<file path="config.mk">
export PLATFORM = sky130hd
export DESIGN_NAME = vga_timing_gen
export DESIGN_NICKNAME = d
export VERILOG_FILES = /design/src/rtl/vga_pkg.sv /design/src/rtl/vga_axis_counter.sv /design/src/rtl/vga_timing_gen.sv
export SDC_FILE = /design/constraint.sdc
export NUM_CORES = 1
export LEC_CHECK = 0
export ABC_AREA = 0
export BUFFER_PORTS_ARGS = -buffer_cell sky130_fd_sc_hd__buf_4
export CAP_MARGIN = 5
export CORE_UTILIZATION = 58
export DETAILED_ROUTE_END_ITERATION = 6
export PLACE_DENSITY = 0.85
export SLEW_MARGIN = 20
export SYNTH_ARGS = -nofsm -noshare
export SYNTH_HDL_FRONTEND = slang
export SYNTH_SLANG_ARGS = --single-unit
</file>
<file path="constraint.sdc">
create_clock -name clk -period 3.8 [get_ports clk]
set_clock_uncertainty 0.15 [all_clocks]
set_input_delay 1.14 -clock clk [delete_from_list [all_inputs] [get_ports clk]]
set_output_delay 1.14 -clock clk [all_outputs]
set_load 0.05 [all_outputs]
</file>
<file path="src/rtl/vga_pkg.sv">
// Shared VGA timing constants (640x480@60 defaults) and the axis-total helper,
// used by the timing generator and by pattern generators.
package vga_pkg;

  typedef logic [9:0] pos_t;

  localparam int H_DISPLAY_DEF = 640;
  localparam int H_FRONT_DEF   = 16;
  localparam int H_SYNC_DEF    = 96;
  localparam int H_BACK_DEF    = 48;
  localparam int V_DISPLAY_DEF = 480;
  localparam int V_FRONT_DEF   = 10;
  localparam int V_SYNC_DEF    = 2;
  localparam int V_BACK_DEF    = 33;

  function automatic int axis_total(input int display, input int front,
                                    input int sync, input int back);
    return display + front + sync + back;
  endfunction

  localparam int H_TOTAL = axis_total(H_DISPLAY_DEF, H_FRONT_DEF, H_SYNC_DEF, H_BACK_DEF);
  localparam int V_TOTAL = axis_total(V_DISPLAY_DEF, V_FRONT_DEF, V_SYNC_DEF, V_BACK_DEF);

endpackage

</file>
<file path="src/rtl/vga_axis_counter.sv">
// One timing axis: wrapping position counter plus registered sync window.
// Visibility is exported as a next-state term so the top can register it together with the other axis.
module vga_axis_counter import vga_pkg::*; #(
  parameter int DISPLAY         = H_DISPLAY_DEF,
  parameter int FRONT           = H_FRONT_DEF,
  parameter int SYNC            = H_SYNC_DEF,
  parameter int BACK            = H_BACK_DEF,
  parameter bit SYNC_ACTIVE_LOW = 1'b1
) (
  input  logic       clk,
  input  logic       reset,
  input  logic       advance,
  output logic [9:0] count,
  output logic       sync,
  output logic       visible_d,
  output logic       wrap
);

  localparam pos_t LAST       = pos_t'(axis_total(DISPLAY, FRONT, SYNC, BACK) - 1);
  localparam pos_t VIS_END    = pos_t'(DISPLAY);
  localparam pos_t SYNC_FIRST = pos_t'(DISPLAY + FRONT);
  localparam pos_t SYNC_LAST  = pos_t'(DISPLAY + FRONT + SYNC - 1);

  pos_t count_q, count_d;
  logic sync_q, sync_d;

  always_comb begin
    wrap    = advance && (count_q == LAST);
    count_d = count_q;
    if (wrap) begin
      count_d = '0;
    end else if (advance) begin
      count_d = count_q + 10'd1;
    end
    // Both compares look at the next position so they line up with count_q after the edge.
    visible_d = (count_d < VIS_END);
    sync_d    = ((count_d >= SYNC_FIRST) && (count_d <= SYNC_LAST)) ? ~SYNC_ACTIVE_LOW
                                                                     : SYNC_ACTIVE_LOW;
  end

  always_ff @(posedge clk or posedge reset) begin
    if (reset) begin
      count_q <= '0;
      sync_q  <= SYNC_ACTIVE_LOW;
    end else begin
      count_q <= count_d;
      sync_q  <= sync_d;
    end
  end

  assign count = count_q;
  assign sync  = sync_q;

endmodule

</file>
<file path="src/rtl/vga_timing_gen.sv">
// VGA raster timing generator: horizontal and vertical axis counters plus
// registered visibility, line/frame strobes and a frame counter.
module vga_timing_gen import vga_pkg::*; #(
  parameter int H_DISPLAY       = H_DISPLAY_DEF,
  parameter int H_FRONT         = H_FRONT_DEF,
  parameter int H_SYNC          = H_SYNC_DEF,
  parameter int H_BACK          = H_BACK_DEF,
  parameter int V_DISPLAY       = V_DISPLAY_DEF,
  parameter int V_FRONT         = V_FRONT_DEF,
  parameter int V_SYNC          = V_SYNC_DEF,
  parameter int V_BACK          = V_BACK_DEF,
  parameter bit SYNC_ACTIVE_LOW = 1'b1
) (
  input  logic       clk,
  input  logic       reset,
  input  logic       ce,
  output logic [9:0] hpos,
  output logic [9:0] vpos,
  output logic       display_on,
  output logic       hsync,
  output logic       vsync,
  output logic       line_start,
  output logic       frame_start,
  output logic [9:0] frame_count
);

  logic h_wrap, v_wrap;
  logic h_visible_d, v_visible_d;

  vga_axis_counter #(
    .DISPLAY(H_DISPLAY), .FRONT(H_FRONT), .SYNC(H_SYNC), .BACK(H_BACK),
    .SYNC_ACTIVE_LOW(SYNC_ACTIVE_LOW)
  ) u_h_axis (
    .clk(clk), .reset(reset), .advance(ce),
    .count(hpos), .sync(hsync), .visible_d(h_visible_d), .wrap(h_wrap)
  );

  vga_axis_counter #(
    .DISPLAY(V_DISPLAY), .FRONT(V_FRONT), .SYNC(V_SYNC), .BACK(V_BACK),
    .SYNC_ACTIVE_LOW(SYNC_ACTIVE_LOW)
  ) u_v_axis (
    .clk(clk), .reset(reset), .advance(h_wrap),
    .count(vpos), .sync(vsync), .visible_d(v_visible_d), .wrap(v_wrap)
  );

  logic       display_on_q, display_on_d;
  logic       line_start_q, line_start_d;
  logic       frame_start_q, frame_start_d;
  pos_t       frame_count_q, frame_count_d;

  // Strobes are driven from the wrap itself, so they drop on the next edge even if ce stays low.
  always_comb begin
    display_on_d  = h_visible_d && v_visible_d;
    line_start_d  = h_wrap;
    frame_start_d = v_wrap;
    frame_count_d = v_wrap ? frame_count_q + 10'd1 : frame_count_q;
  end

  always_ff @(posedge clk or posedge reset) begin
    if (reset) begin
      display_on_q  <= 1'b1;
      line_start_q  <= 1'b0;
      frame_start_q <= 1'b0;
      frame_count_q <= '0;
    end else begin
      display_on_q  <= display_on_d;
      line_start_q  <= line_start_d;
      frame_start_q <= frame_start_d;
      frame_count_q <= frame_count_d;
    end
  end

  assign display_on  = display_on_q;
  assign line_start  = line_start_q;
  assign frame_start = frame_start_q;
  assign frame_count = frame_count_q;

endmodule

</file>
# Word level (Yosys, flattened, before mapping)
# Cells that the tools add are included.
[op_classes] n_lt_le_gt_ge=6 n_reduce_logical=5 eq_ne=2 add_sub_neg=3 mux=6
[op_table] op="$mux 10" count=4
[op_table] op="$add 10x1->10 const B" count=3
[op_table] op="$eq 10x10->1 const B" count=2
[op_table] op="$ge 10x10->1 const B" count=1
[op_table] op="$ge 10x9->1 const B" count=1
[op_table] op="$le 10x10->1 const B" count=1
[op_table] op="$le 10x9->1 const B" count=1
[op_table] op="$lt 10x10->1 const B" count=1
[op_table] op="$lt 10x9->1 const B" count=1
[op_table] op="$logic_and 1x1->1" count=5
[op_table] op="$mux 1" count=2
[totals] out_inout_bits=35 word_cells=30 in_bits=3 regBits=35

# Depth between registers and ports, before layout
# Gate-level depths: netlist of the first run.
[logic_depth] ltp_word=7 ltp_mapped=9 mapped_depth_nobuf=7

# Hierarchy
# Synthesis of the first run repeated with hierarchy kept, for this count alone.
[hier_totals] cells_unflattened=177 hier_area_um2=1929.4
[by_module_without_submodules] mod="vga_axis_counter (u_h_axis)" cells_per_inst=72 instances=1 seq_area_each_um2=276.5 area_per_inst_um2=714.4
[by_module_without_submodules] mod="vga_axis_counter (u_v_axis)" cells_per_inst=69 instances=1 seq_area_each_um2=276.5 area_per_inst_um2=705.7
[by_module_without_submodules] mod="vga_timing_gen" cells_per_inst=36 instances=1 seq_area_each_um2=326.6 area_per_inst_um2=509.2

# Worst setup path before layout of the first run
# No wires, ideal clock.
[synth_path] kind="input-to-reg" start="input port ce" end="register u_v_axis.sync_q, in the netlist u_v_axis.sync" setup_time_ps=101 n_path_buf=2 path_slack_ps=1007 required_ps=3549 cell_stages=7 arrival_time_ps=2542 path_cell_list="buf_6 -> and4_1 -> buf_6 -> nand3_4 -> or3_1 -> a222oi_1 -> o2111ai_1"
[synth_between] elab_chain_len=6 elab_cells_between_ends=8 cone_classes="order compare: 2; mux: 3; reduce/logical: 3"
[synth_rtl] item="start, declared" line_no="vga_timing_gen.sv:16" rtl="input logic ce,"
[synth_rtl] item="$logic_and 1x1->1 (*)" line_no="vga_axis_counter.sv:28" rtl="wrap = advance && (count_q == LAST);"
[synth_rtl] item="$mux 10 or $logic_and 1x1->1 (tied branches)" line_no="vga_axis_counter.sv:32, vga_axis_counter.sv:28"
[synth_rtl] item="$mux 10 (*)" line_no="vga_axis_counter.sv:30" rtl="if (wrap) begin"
[synth_rtl] item="$ge 10x9->1 or $le 10x9->1 (tied branches)" line_no="vga_axis_counter.sv:37" rtl="sync_d = ((count_d >= SYNC_FIRST) && (count_d <= SYNC_LAST)) ? ~SYNC_ACTIVE_LOW"
[synth_rtl] item="$logic_and 1x1->1 (*)" line_no="vga_axis_counter.sv:37"
[synth_rtl] item="$mux 1 (*)" line_no="vga_axis_counter.sv:37"
[synth_rtl] item="via u_v_axis.sync_d" line_no="vga_axis_counter.sv:25" rtl="logic sync_q, sync_d;"
[synth_rtl] item="end signal, assigned" line_no="vga_axis_counter.sv:47" rtl="sync_q <= sync_d;"
[synth_rtl] item="end, declared" line_no="vga_axis_counter.sv:25"
# The timed path passes the listed nets; every way through them passes the cells marked *.
# A chain may end at the register's enable or synchronous reset.

# Worst setup path after layout of the first run
# Same ends and word-level chain as after synthesis.

==> summary.txt, run 1 <==
Status
  • Status: finished clean

Critical path
  • Crit Path Category: input port to flip-flop
  • CP max FO: 10
  • CP endpoint kind: flip-flop
  • Worst path arrival time: 2970 ps
  • Setup crit start kind: input port
  • Reg2reg setup slack: roughly 1200 ps
  • WP data required: 3910 ps

Global routing
  • Total gr overflow: 0
  • Met1 GRT Util: 31.8%
  • Largest net degree at the start of global routing: 24
  • First-pass GRT wire length: 5.97 mm
  • Initial antenna violation count: 0
  • Global route hottest layer: met2
  • GR Util All Layers: 23.5%
  • Vias in the first global route: 1274
  • Grt met2 use: 35.4%
  • GR Util met3: 4.80%

Logic synthesis
  • Syn Area/Cell: between 10 and 15 um^2
  • Post-synth EDFFs: 0
  • Area leader, netlist: dfrtp_1
  • Cell Area, Synth: 1890 um^2
  • FF+latch count, synth: 35
  • Warnings, synthesis: 0
  • Synth area leaders: dfrtp_1 (42%), xnor2_1 (6.9%), nand4_1 (5.0%)
  • Top-area cell type share of the netlist area: 42.3%
  • Commonest cells post-synth: dfrtp_1 (32), nand2_1 (17), nand4_1 (15), xnor2_1 (15), nand3_1 (9)
  • Top-count cell post-synth: dfrtp_1
  • Post-synth ARST share: 100%
  • Post-Syn Nets: 187
  • Distinct cell type count of the synthesized netlist: between 40 and 50
  • Cell count after synthesis: 180
  • Main synth FF type: dfrtp_1
  • Sequential share of the synthesized area: about 46%

Pwr
  • Leak Pwr: 1.01 nW
  • Sequential Power Share: 49.4%
  • Pwr dens: 436 nW/um^2
  • Clock power share: 21.5%
  • Combinational share of power: between 20% and 30%
  • Worst VDD drop: 0.447 mV
  • P_int: between 0.0005 and 0.0006 W
  • Psw: 0.000387 W
  • Sw frac: 40.6%

Route
  • DR vias: between 1500 and 2000
  • Drt first-iter violations: between 70 and 80
  • Drt wl/cell: 14.7 um
  • Number of remaining DRC errors: 0
  • Remaining antenna violation count: 0
  • Drt total wl: about 3.9 mm
  • DR vias/cell: a little under 6
  • DRT Pass-1 Iters: 4

Timing
  • Hold slack: around 340 ps
  • Final hold vios: 0
  • RSZ-0062 raised after global routing: false
  • Setup TNS: 0 ps
  • Max Slew Vio Count: 0
  • Fmax: 0.350 GHz
  • Worst Tran Pin Value: roughly 750 ps
  • Final period utilization: ~75%
  • Final Setup Violations: 0
  • Rel. slew slack: 49.9%
  • Min cycle time layout: 2860 ps

Clock tree
  • CTS hold repair buffers: 0
  • Clock Sinks: 35
  • Cts repair resizes: 0
  • Setup bufs post-CTS: 0
  • Htree depth: 2
  • Worst-Skew Late Latency: 350 ps
  • CTS tree: yes
  • Clock buffer count from CTS: 5
  • Maximum clock path buffer count: 2
  • CTS root buffer: clkbuf_4
  • Worst-path clk slew: 110 ps

Place
  • Routability congestion estimate from global placement: 0.911
  • Port bufs: 37
  • Dpl hpwl: 2.68 mm

Floorplan
  • Site row count: 20
  • Core area: 3080 um^2
  • Initial core utilization: between 60% and 70%
  • Die height: 59.2 um
  • # IOs: 38
  • DIE AREA: around 3500 um^2
  • Die Wd: just under 60 um

Cells and area
  • Diode count: 0
  • Final nets: 224
  • Syn-to-layout area delta: 15.4%
  • Final core occ: 71.0%
  • Share of layout cells above drive strength 1: 26.6%

Worst hold path
  • HP Class: flip-flop to flip-flop

Run
  • Max_cap viols: 0
## cell usage in the layout, fill, tap and decap left out, types with 2 or more instances in the layout
master | synthesis | final
buf_4 | 0 | 38
dfrtp_1 | 32 | 32
nand2_1 | 17 | 17
nand4_1 | 15 | 15
xnor2_1 | 15 | 15
nand3_1 | 9 | 9
nor2_1 | 8 | 8
inv_1 | 8 | 8
nor3_1 | 6 | 6
xor2_1 | 6 | 6
o21ai_0 | 6 | 6
a21oi_1 | 5 | 5
clkbuf_4 | 0 | 5
and4_1 | 4 | 4
ha_1 | 4 | 4
and3_1 | 3 | 3
a21o_2 | 3 | 3
a211oi_1 | 3 | 3
dfstp_2 | 3 | 3
and2_1 | 2 | 2
or3_1 | 2 | 2
o2111ai_1 | 2 | 2
clkinvlp_4 | 0 | 2
## stage by stage
step | instances | cell area [um^2] | setup WS [ps] | power, W
after floorplan | 180 | 1890 | 1010 | 0.000705
after global placement | 254 | 2130 | 725 | 0.000748
after detailed placement | 254 | 2130 | 584 | 0.000754
after CTS | 262 | 2190 | 968 | 0.000957
after global routing | 262 | 2190 | 738 | 0.000998
final | 262 | 2190 | 941 | 0.000953
## worst paths after layout
kind / from / endpoint / cells after the start
max reg2reg: u_v_axis.count[0] / frame_count[1] / 6
max in group asynchronous: reset / u_v_axis.sync / 3
min in group asynchronous: reset / u_v_axis.count[9] / 2
max: ce / u_v_axis.sync / 6
min: frame_count[9] / frame_count[9] / 1
min reg2reg: frame_count[9] / frame_count[9] / 1
## power groups by stage
| stage | clock (W) | sequential, W | combinational, W |
|---|---|---|---|
| CTS | 0.000209 | 0.000469 | 0.000279 |
| finish | 0.000204 | 0.000471 | 0.000278 |
| detailed placement | 0 | 0.000475 | 0.000278 |
| global placement | 0 | 0.000471 | 0.000276 |
| global route | 0.000226 | 0.000476 | 0.000295 |
| floorplan | 0 | 0.000563 | 0.000141 |
## layer usage
metal / vias to the layer above / share of wire, %
li1: 720 / -
met1: 723 / 45
met2: 68 / 47
met3: 9 / 6.1
met4: 0 / 1.8
met5: - / 0
## cell families after synthesis
logic type,count (synthesis),share of synthesized area (%)
mux,2,1.12
fa+ha+maj,4,2.64
buf+inv,16,7.20
flops,35,46.4
xor+xnor,21,9.71
simple gates,77,23.7
compound gates,25,9.18
## area by class of cell
type	instances	area (um^2)
tap	44	55.1
fill	236	892
clock inverter	3	20.0
timing repair buffer	38	285
sequential	35	880
clock buffer	5	37.5
multi-input combinational	129	878
inverter	8	30.0
## state kept, by name (all words and copies together), names as in the netlist
register        count
frame_start         1
frame_count        10
display_on          1
line_start          1
u_h_axis.count     10
u_v_axis.count     10
u_v_axis.sync       1
u_h_axis.sync       1
## critical path, stage by stage
cell	delay, ps
buf_4	120
and4_1	410
nand3_4	200
or3_1	400
a222oi_1	500
o2111ai_1	190
No activity file was read; power rests on OpenSTA's default activity.
==> run 2: changes to the inputs <==
- CORE_UTILIZATION: 58 -> 54
- PLACE_DENSITY: 0.85 -> 0.8
- clock period: 3.8 -> 2.8 ns (I/O delays scaled with it)
==> summary.txt, run 2 (synthesis gave the netlist of run 1 again) <==
Status
  • Status: finished clean

Clock tree
  • CTS tree: yes
  • Htree depth: 2 (unchanged)
  • Cts repair resizes: 0 (unchanged)
  • Setup bufs post-CTS: 0 (unchanged)
  • CTS root buffer: clkbuf_4
  • CTS hold repair buffers: 0 (unchanged)
  • Clock buffer count from CTS: 5 (unchanged)
  • Clock Sinks: 35 (unchanged)
  • Worst-path clk slew: 100 ps (about the same)
  • Maximum clock path buffer count: 2 (unchanged)
  • Worst-Skew Late Latency: 340 ps (about the same)

Route
  • Met2 Wirelength: 1.94 mm (+6.4%)
  • Wl on met1: 1.72 mm (-0.52%)
  • DR vias: 1556 (+2.4%)
  • DRT Pass-1 Iters: 4 (unchanged)
  • DR top layer: met4
  • Drt total wl: 3.93 mm (+2.1%)
  • Drt first-iter violations: 63 (-19%)
  • Drt wl/cell: 14.7 um (-0.23%)
  • Metal3 WL: 199 um (-15%)
  • Remaining antenna violation count: 0 (unchanged)
  • Number of remaining DRC errors: 0 (unchanged)
  • DR vias/cell: 5.81 (about the same)

Place
  • Routability congestion estimate from global placement: 0.951 (+4.4%)
  • Area after DPL: 2160 um^2 (+1.5%)
  • Port bufs: 37 (unchanged)
  • Dpl hpwl: 2.87 mm (+7.0%)

Floorplan
  • DIE AREA: 3750 um^2 (+7.2%)
  • # IOs: 38 (unchanged)
  • Initial core utilization: 56.8% (-4.8 points)
  • Die height: 61.2 um (+3.5%)
  • Die Wd: 61.2 um (+3.5%)
  • Site row count: 21 (+5.0%)
  • Core area: 3340 um^2 (+8.4%)

Cells and area
  • Commonest non-fill, non-tap cell in the layout: buf_4
  • Most frequent cells in the layout: buf_4 (42), dfrtp_1 (32), nand2_1 (17), nand4_1 (15), xnor2_1 (15)
  • Final nets: 228 (+1.8%)
  • Diode count: 0 (unchanged)
  • Share of layout cells above drive strength 1: 27.0% (+0.42 points)
  • Fin area: 2210 um^2 (+1.1%)
  • Syn-to-layout area delta: 16.7%

Critical path
  • CP endpoint kind: flip-flop
  • CP max FO: 7 (-3)
  • WP depth: 6 (unchanged)
  • Reg2reg setup slack: 360 ps (-820 ps)
  • WP data required: 2890 ps (-1020 ps)
  • Setup crit start kind: flip-flop
  • Bufs and invs on worst path: 0 (-1)
  • Critical path's largest stage delay: 470 ps (-30 ps)
  • CP delay by family, top: compound AO/OA/AOI/OAI gates
  • Crit Path Category: flip-flop to flip-flop
  • Slowest cell on crit path: or3_2
  • Depth of the most critical reg-to-reg path: 6 (unchanged)
  • CP Cell Sequence: ha_1, nand3_1, or3_2, a21o_2, a222oi_1, o2111ai_1
  • Worst path arrival time: 2540 ps (-430 ps)

Global routing
  • First-pass GRT wire length: 6.40 mm (+7.2%)
  • Total gr overflow: 0 (unchanged)
  • Vias in the first global route: 1397 (+9.7%)
  • Largest net degree at the start of global routing: 36 (+50%)
  • Initial antenna violation count: 0 (unchanged)
  • GR Util All Layers: 23.6% (+0.043 points)

Timing
  • Max Slew Vio Count: 0 (unchanged)
  • Final period utilization: 87.3%
  • Setup TNS: 0 ps (unchanged)
  • Min cycle time layout: between 2000 and 2500 ps
  • Worst Tran Pin Value: 459 ps (-290 ps)
  • Rel. slew slack: 69.4% (+19 points)
  • RSZ-0062 raised after global routing: false
  • Fmax: 0.409 GHz
  • Final hold vios: 0 (unchanged)
  • Final Setup Violations: 0 (unchanged)

Pwr
  • Leak Pwr: 1.04 nW (+2.4%)
  • Worst VDD drop: 0.379 mV (-15%)
  • Pwr dens: 584 nW/um^2 (+34%)

Worst hold path
  • HP Class: flip-flop to flip-flop
  • Hold path depth: 1 (unchanged)

Run
  • Max_cap viols: 0 (unchanged)
run 2: changes by cell type in the layout (fill, tap and decap cells not counted):
| cell | change |
|---|---|
| clkbuf_1 | +2 |
| clkinvlp_4 | -2 |
| buf_4 | +4 |
run 2: per-stage QoR:
stage          hold WS [ps]  setup WS [ps]  total power (W)  util [%]  instances
4_1_cts                 341            385          0.00130      66.3        268
6_report                336            357          0.00129      66.3        268
5_1_grt                 377            238          0.00135      66.3        268
3_3_place_gp            324            163          0.00102      64.8        260
2_1_floorplan           636            307         0.000956         -        180
3_5_place_dp            318           54.4          0.00103      64.8        260
run 2: metal layers:
metal	up-vias	track usage [%]
met1	751	29.4
met4	0	9.74
met3	8	3.78
met2	64	40.5
li1	733	-
met5	-	0
run 2: path summary, 6_finish.rpt:
check	from	to
max	u_v_axis.count[1]	u_v_axis.sync
min	frame_count[9]	frame_count[9]
max reg2reg	u_v_axis.count[1]	u_v_axis.sync
min reg2reg	frame_count[9]	frame_count[9]
max in group asynchronous	reset	u_v_axis.sync
min in group asynchronous	reset	u_v_axis.count[9]
run 2: power by group:
group          total [W]  internal [W]  switching [W]
Clock           0.000269     0.0000979       0.000171
Combinational   0.000386      0.000127       0.000260
Sequential      0.000637      0.000549      0.0000884
run 2: final cells by class:
type | count | area [um^2]
Multi-Input combinational cell | 129 | 878
Sequential cell | 35 | 880
Tap cell | 46 | 57.6
Clock inverter | 1 | 5.00
Fill cell | 268 | 1130
Timing Repair Buffer | 42 | 315
Inverter | 8 | 30.0
Clock buffer | 7 | 45.0
